`config.mk`:
```
export PLATFORM = sky130hd
export DESIGN_NAME = pkt_mem_rd_responder
export DESIGN_NICKNAME = d
export VERILOG_FILES = /design/src/rtl/pkt_mem_rd_responder.sv
export SDC_FILE = /design/constraint.sdc
export NUM_CORES = 1
export LEC_CHECK = 0
export ABC_AREA = 1
export CAP_MARGIN = 20
export CORE_MARGIN = 5
export CORE_UTILIZATION = 47
export DETAILED_ROUTE_END_ITERATION = 10
export PLACE_DENSITY = 0.8
export REMOVE_ABC_BUFFERS = 1
export SLEW_MARGIN = 20
export SYNTH_ARGS = -nofsm -noshare
export SYNTH_HDL_FRONTEND = slang
export SYNTH_SLANG_ARGS = --single-unit
```
`constraint.sdc`:
```
create_clock -name clk -period 2.2 [get_ports clk]
set_input_delay 0.44 -clock clk [delete_from_list [all_inputs] [get_ports clk]]
set_output_delay 0.44 -clock clk [all_outputs]
set_load 0.02 [all_outputs]
```
`src/rtl/pkt_mem_rd_responder.sv`:
```
// pkt_mem_rd_responder
//
// Responder side of the BPF CPU packet-memory read interface. A read request
// is turned into one or two 32-bit BRAM word fetches. The big-endian field is
// then extracted and zero-extended, and returned with a one-cycle mem_vld. The
// block also terminates the acc/rej verdict strobes into a registered
// done/verdict pair for the buffer manager.
//
// Build option: define PKT_BOUNDS_CHECK_EN to enable the pkt_len bounds check.
// When enabled, a request whose last byte lies at or beyond pkt_len skips the
// BRAM and returns 0 with an oob pulse. When disabled, pkt_len is unused and
// oob is tied low.
//
// Ports:
//   clk, rst_n            clock, asynchronous active-low reset
//   rd_en                 read request strobe (ignored while busy)
//   addr, transfer_sz     byte address and size (00 byte, 01 half, 1x word)
//   resp_data, mem_vld    zero-extended result and its one-cycle valid
//   busy                  read in flight
//   acc, rej              verdict strobes; either one aborts any in-flight read
//   done, verdict         one-cycle verdict pulse and held verdict (1 = accept)
//   pkt_len               packet length in bytes (bounds check)
//   oob                   out-of-bounds flag, pulses with mem_vld
//   bram_rd_en, bram_addr BRAM read port request (combinational)
//   bram_rdata            BRAM read data, one cycle after bram_rd_en

module pkt_mem_rd_responder #(
   parameter int unsigned BYTE_ADDR_WIDTH = 12
) (
   input  logic                       clk,
   input  logic                       rst_n,
   input  logic                       rd_en,
   input  logic [BYTE_ADDR_WIDTH-1:0] addr,
   input  logic [1:0]                 transfer_sz,
   output logic [31:0]                resp_data,
   output logic                       mem_vld,
   output logic                       busy,
   input  logic                       acc,
   input  logic                       rej,
   output logic                       done,
   output logic                       verdict,
   input  logic [BYTE_ADDR_WIDTH:0]   pkt_len,
   output logic                       oob,
   output logic                       bram_rd_en,
   output logic [BYTE_ADDR_WIDTH-3:0] bram_addr,
   input  logic [31:0]                bram_rdata
);

   localparam int unsigned WordAw = BYTE_ADDR_WIDTH - 2;

   typedef enum logic [1:0] {StIdle, StRd1, StRd2, StResp} state_e;

   state_e                     state_q, state_d;
   logic [BYTE_ADDR_WIDTH-1:0] addr_q;
   logic [1:0]                 sz_q;
   logic [31:0]                word_hi_q, word_lo_q;
   logic [31:0]                resp_data_q;
   logic                       mem_vld_q, done_q, verdict_q, oob_q;
   logic                       oob_pend_q;

   logic                       abort;
   logic                       capture;
   logic                       cap_oob;
   logic                       spans;
   logic [2:0]                 sz_bytes_q;
   logic [63:0]                window;
   logic [31:0]                field;

   // Size code to byte count; the reserved code reads a full word.
   function automatic logic [2:0] size_bytes(input logic [1:0] sz);
      unique case (sz)
         2'b00:   size_bytes = 3'd1;
         2'b01:   size_bytes = 3'd2;
         default: size_bytes = 3'd4;
      endcase
   endfunction

   assign abort      = acc | rej;
   assign capture    = (state_q == StIdle) & rd_en & ~abort;
   assign sz_bytes_q = size_bytes(sz_q);
   assign spans      = ({1'b0, addr_q[1:0]} + sz_bytes_q) > 3'd4;

`ifdef PKT_BOUNDS_CHECK_EN
   localparam int unsigned EndW = BYTE_ADDR_WIDTH + 1;
   logic [BYTE_ADDR_WIDTH:0] end_addr;

   // Last byte of the requested field, computed one bit wider so a field
   // running past the top of the buffer still compares against pkt_len.
   assign end_addr = {1'b0, addr} + EndW'(size_bytes(transfer_sz)) - EndW'(1);
   assign cap_oob  = end_addr >= pkt_len;
`else
   logic unused_pkt_len;

   assign unused_pkt_len = ^pkt_len;
   assign cap_oob        = 1'b0;
`endif

   // ---------------------------------------------------------------------
   // FSM: state register
   // ---------------------------------------------------------------------
   always_ff @(posedge clk or negedge rst_n) begin
      if (!rst_n) begin
         state_q <= StIdle;
      end else begin
         state_q <= state_d;
      end
   end

   // ---------------------------------------------------------------------
   // FSM: next state
   // ---------------------------------------------------------------------
   always_comb begin
      state_d = state_q;
      if (abort) begin
         state_d = StIdle;
      end else begin
         unique case (state_q)
            StIdle: begin
               if (capture) begin
                  state_d = cap_oob ? StResp : StRd1;
               end
            end
            StRd1:   state_d = spans ? StRd2 : StResp;
            StRd2:   state_d = StResp;
            StResp:  state_d = StIdle;
            default: state_d = StIdle;
         endcase
      end
   end

   // ---------------------------------------------------------------------
   // FSM: outputs (BRAM request and busy)
   // ---------------------------------------------------------------------
   always_comb begin
      bram_rd_en = 1'b0;
      bram_addr  = '0;
      // Held quiet during reset and on the abort cycle so no stray fetch is
      // issued for a request that is being dropped.
      if (rst_n && !abort) begin
         unique case (state_q)
            StIdle: begin
               if (rd_en && !cap_oob) begin
                  bram_rd_en = 1'b1;
                  bram_addr  = addr[BYTE_ADDR_WIDTH-1:2];
               end
            end
            StRd1: begin
               if (spans) begin
                  bram_rd_en = 1'b1;
                  // Natural overflow wraps to word 0 at the buffer top.
                  bram_addr  = addr_q[BYTE_ADDR_WIDTH-1:2] + WordAw'(1);
               end
            end
            default: ;
         endcase
      end
   end

   assign busy = (state_q != StIdle);

   // ---------------------------------------------------------------------
   // Field extraction from the two-word big-endian window
   // ---------------------------------------------------------------------
   always_comb begin
      window = {word_hi_q, word_lo_q} << {addr_q[1:0], 3'b000};
      unique case (sz_q)
         2'b00:   field = {24'h0, window[63:56]};
         2'b01:   field = {16'h0, window[63:48]};
         default: field = window[63:32];
      endcase
   end

   // ---------------------------------------------------------------------
   // Request capture and word registers
   // ---------------------------------------------------------------------
   always_ff @(posedge clk or negedge rst_n) begin
      if (!rst_n) begin
         addr_q     <= '0;
         sz_q       <= 2'b00;
         oob_pend_q <= 1'b0;
         word_hi_q  <= '0;
         word_lo_q  <= '0;
      end else begin
         if (capture) begin
            addr_q     <= addr;
            sz_q       <= transfer_sz;
            oob_pend_q <= cap_oob;
         end
         if (state_q == StRd1) begin
            word_hi_q <= bram_rdata;
         end
         if (state_q == StRd2) begin
            word_lo_q <= bram_rdata;
         end
      end
   end

   // ---------------------------------------------------------------------
   // Response and verdict registers
   // ---------------------------------------------------------------------
   always_ff @(posedge clk or negedge rst_n) begin
      if (!rst_n) begin
         resp_data_q <= '0;
         mem_vld_q   <= 1'b0;
         oob_q       <= 1'b0;
         done_q      <= 1'b0;
         verdict_q   <= 1'b0;
      end else begin
         mem_vld_q <= (state_q == StResp) & ~abort;
         oob_q     <= (state_q == StResp) & ~abort & oob_pend_q;
         if ((state_q == StResp) && !abort) begin
            resp_data_q <= oob_pend_q ? 32'h0 : field;
         end
         done_q <= abort;
         if (abort) begin
            // Reject wins when both strobes arrive together.
            verdict_q <= acc & ~rej;
         end
      end
   end

   assign resp_data = resp_data_q;
   assign mem_vld   = mem_vld_q;
   assign oob       = oob_q;
   assign done      = done_q;
   assign verdict   = verdict_q;

endmodule

```
=== After elaboration in Yosys (flattened, before gate mapping) ===
Index checks and enable logic that the tools add are counted.

* Add/subtract/negate cells: 2
* $lt $le $gt $ge: 1
* Eq/ne operators: 5
* Shift operators: 1
* Muxes and demuxes: 14
* Bitwise logic cells: 7
* Reductions and logical operators: 6

{| class="wikitable"
|+ Operators by type and width
! cell !! number
|-
| 32-bit case mux with 2 select lines || 1
|-
| 64-bit by 5-bit << shifter with 64-bit output || 1
|-
| 10-bit two-way mux || 3
|-
| 10-bit case mux with 2 select lines || 1
|-
| 10-bit by 1-bit adder with 10-bit output, second input constant || 1
|-
| 2-bit case mux with 4 select lines || 1
|-
| 3-bit case mux with 2 select lines || 1
|-
| 1-bit AND || 4
|-
| 2-bit by 1-bit == test with 1-bit output, second input constant || 2
|-
| 2-bit == test, second input constant || 2
|-
| 2-bit zero test || 2
|-
| 1-bit two-way mux || 4
|-
| 2-bit two-way mux || 2
|-
| 2-bit by 3-bit adder with 3-bit output || 1
|-
| 3-bit > comparator, second input constant || 1
|-
| 3-bit != test, second input constant || 1
|-
| 1-bit logical AND || 2
|-
| 1-bit inverter || 2
|-
| 1-bit case mux with 2 select lines || 1
|-
| 2-bit nonzero test || 1
|-
| 1-bit zero test || 1
|-
| 1-bit OR || 1
|}

* Register bits after elaboration: 115
* Input bits: 64

=== Longest topological paths before layout ===
* Depth in word-level cells: 7
* Depth in mapped cells: 11
* Gate-level depth less buffers: 10

=== Worst setup path before layout ===
Ideal clock, no wire load.

* Kind: flip-flop to output port
* Start point: register sz_q[1]
* End point: output bram_addr[6]
* Arrival time: 2135 ps
* Required time: 1760 ps
* Path slack: -375 ps
* Stages on the path, launching flop included: 12
* Buffers on the path: 2
* Path through: dfrtp_1 > buf_4 > nor2_2 > ha_1 > fa_1 > nor2_1 > nor2_1 > nand2_1 > nor2_1 > buf_4 > nand3_1 > a21oi_1

* Cells in the longest elaborated chain, start to end: 7
* Elaborated cells on any way between the ends: 8

{| class="wikitable"
|+ Ends and longest elaborated chain
! item !! RTL line !! RTL
|-
| from (decl) || 55 || <nowiki>logic [1:0] sz_q;</nowiki>
|-
| from (signal assigned) || 186 || <nowiki>sz_q <= transfer_sz;</nowiki>
|-
| 2-bit by 1-bit == test with 1-bit output or 2-bit zero test (tied branches) || 71 || <nowiki>unique case (sz)</nowiki>
|-
| 3-bit case mux with 2 select lines (*) || 71 ||
|-
| 2-bit by 3-bit adder with 3-bit output (*) || 81 || <nowiki>assign spans = ({1'b0, addr_q[1:0]} + sz_bytes_q) > 3'd4;</nowiki>
|-
| 3-bit > comparator (*) || 81 ||
|-
| 10-bit two-way mux (*) || 148 || <nowiki>if (spans) begin</nowiki>
|-
| 10-bit case mux with 2 select lines (*) || 140 || <nowiki>unique case (state_q)</nowiki>
|-
| 10-bit two-way mux (*) || 139 || <nowiki>if (rst_n && !abort) begin</nowiki>
|-
| to (decl) || 45 || <nowiki>output logic [BYTE_ADDR_WIDTH-3:0] bram_addr,</nowiki>
|}

Mark *: on every way between the ends. The rest lies on a longest branch, timed or not.

=== Worst setup path in the final report ===
Same ends and word-level chain as after synthesis.

==> results.cfg <==
[cells_and_area]
antenna_cells = 0
drive_gt1_frac = 0.121
nets = 925
postLayoutCoreUtil = 0.608
multi_input_area_um2 = 2510
syn_to_final_growth_pct = 27.8
finalNonFillerCells = 1005
design_area_um2 = 7210
fillers = 1048
seq_area_um2 = 2680

[place]
dpl.hpwl_um = 9860
dp_slack_ns = -0.665
io_buffers = 97
place.gp.congestion = 0.872
place_area_um2 = 6850
dpl.cell_count = 986

[cts]
numClockSinks = 107
clk_latency_ns = 0.35
cts_buffer_depth = 2
cts-htree-levels = 3
cts.reportedPaths.clkPinSlew_ns = 0.07
cts_buffers = 9
hold_buffers = 0
root_buffer = clkbuf_16
cts_tree = built

[die]
die_y_um = 120
die_area_um2 = 14300
pin_count = 112
start_util = 0.475
core_um2 = 11900
die-width_um = 120
row_count = 40

[detailed_routing]
drcViolationCount = 0
dr.pass1.iters = 5
drt_wl_total_um = 14800
viasPerCell = 5.20
drt_iter0_drc = 395
ant_nets = 0
wire_per_inst_um = 14.7
vias = 5228

[worst_setup_path]
crit_start = sz_q[1]
cp.buffers_inverters = 2
cpPeakStageDelay_ns = 0.48
cp_max_fo = 6
cp.arrival_ns = 2.35
crit_family = adder cells
cp_slowest_cell = fa_1
setup.worst_path.start_class = flip-flop
required_ns = 1.76
crit_type = flip-flop to primary output
rr_startpoint = sz_q[0]
crit_chain = nor2_2 -> ha_2 -> fa_1 -> nor2_1 -> nor2_1 -> nand2_1 -> nor2_4 -> buf_6 -> nand3_2 -> a21oi_2 -> buf_4
end_kind = primary output
cp_common_cell = nor2_1

[timing]
min_period_ns = 2.79
rsz0062_at_grt = yes
min_period_over_period = 1.27
worstMarginPinSlew_ns = 0.725
fin_ws_ns = -0.591
max_freq_ghz = 0.358
finalSetupViolations = 11
holdWs_ns = 0.175
slew-limit-headroom = 0.517
setup_tns_ns = -6.06
report.final.slew_viol_count = 0
timing_hold_violations_final = 0
skew_ns = 0.0120

[logic_synthesis]
synthFlopType = dfrtp_1
synth_top_family_by_area = simple AND/OR/NAND/NOR gates
synth_fa_ha_area_frac = 0.0191
synth-seq-cells = 107
synth-compound-area-share = 0.131
synth_seq_area_share = 0.475
async_flop_share = 1.00
yosysMostFrequentCell = nand2_1
synth_xor_area_frac = 0
synth-edff-count = 0
yosysWarnings = 0
yosys-top-cells-count = nand2_1 (307), dfrtp_1 (107), o21ai_0 (67)
synth_mux_area_frac = 0.00799
synth.distinct_cells = 31
syn-cell-area_um2 = 5640
synth_cells = 742
synth.area.top_cells = dfrtp_1 (47%), nand2_1 (20%), o21ai_0 (5.9%)
syn_avg_cell_area_um2 = 7.60
synth-simple-area-share = 0.278
yosys.area.top_type_share = 0.475
synth_top_area_cell = dfrtp_1

[power_and_ir_drop]
power.density_nw_per_um2 = 948
power.leakage_nw = 3.50
vdd_ir_drop_max_v = 0.000425
power_mw = 6.83

[status]
status = finished with violations
violations = negative setup slack

[global_route]
antenna_found_initial = 0
grt_pass1_wl_um = 23900
grt_max_degree = 108
track_usage = 0.205
grt_pass1_vias = 4946
grt_overflow = 0

[job]
cap_violations = 0

[min_path]
hp-class = primary input to async pin
## area by class of cell
type / count / share of cell area
clock buffer: 10 / 0.0332
clock inverter: 6 / 0.00764
inverter: 63 / 0.0332
multi-input combinational: 531 / 0.349
sequential: 107 / 0.372
tap: 147 / 0.0255
timing repair buffer: 141 / 0.180
## power by group
| group | internal (mW) | switching [mW] | leakage, nW |
|---|---|---|---|
| sequential | 2.50 | 0.296 | 1.36 |
| clock | 0.824 | 0.782 | 0.140 |
| combinational | 0.969 | 1.47 | 2.00 |
## path summary, 6_finish.rpt
| path | depth (start not counted) | to | slack, ns |
|---|---|---|---|
| max in group asynchronous | 2 | state_q[1] | 1.56 |
| setup reg to reg | 11 | state_q[0] | 0.34 |
| hold / removal | 2 | done | 0.17 |
| min in group clk | 2 | word_hi_q[24] | 0.48 |
| setup / recovery | 11 | bram_addr[6] | -0.59 |
| hold reg to reg | 2 | word_hi_q[24] | 0.48 |
## timing repair
item	CTS	global route
setup buffers	1	1
pin swaps	1	9
cloned	0	1
endpoints found under the setup margin	11	11
gates resized for setup	55	19
## placed cells by master, fill, tap and decap left out, drive strengths merged, types with 10 or more instances in the layout
cell / instances
inv: 67
clkbuf: 10
o21ai: 80
nand2: 309
clkdlybuf4s50: 85
buf: 56
a21oi: 22
nor2: 18
nand3: 53
dfrtp: 107
## per-layer routing
metal	global-route usage	up-vias	routed length (um)
li1	-	2588	-
met1	0.269	2468	6570
met2	0.342	146	7080
met3	0.0240	26	688
met4	0.0909	0	418
met5	0	-	0
## kinds of logic after synthesis
kind of cell    after synthesis
other cells                   1
mux                           4
fa+ha+maj                     8
buf+inv                     104
flops                       107
compound gates              132
simple gates                386
## registers in the layout, indices dropped and copies added, names as in the netlist
name	flops
mem_vld	1
word_hi_q	32
done	1
sz_q	2
addr_q	12
resp_data	32
word_lo_q	24
verdict	1
state_q	2
## worst register-to-register path, delay by kind of cell, from the launching register on
| family | cells | cell delay, ns |
|---|---|---|
| AO/OA/AOI/OAI | 1 | 0.06 |
| adder cells (fa/ha/maj) | 2 | 0.60 |
| buffers and inverters | 1 | 0.13 |
| flip-flops | 1 | 0.39 |
| AND/OR/NAND/NOR | 7 | 0.61 |
(Power assumes the default switching activity.)
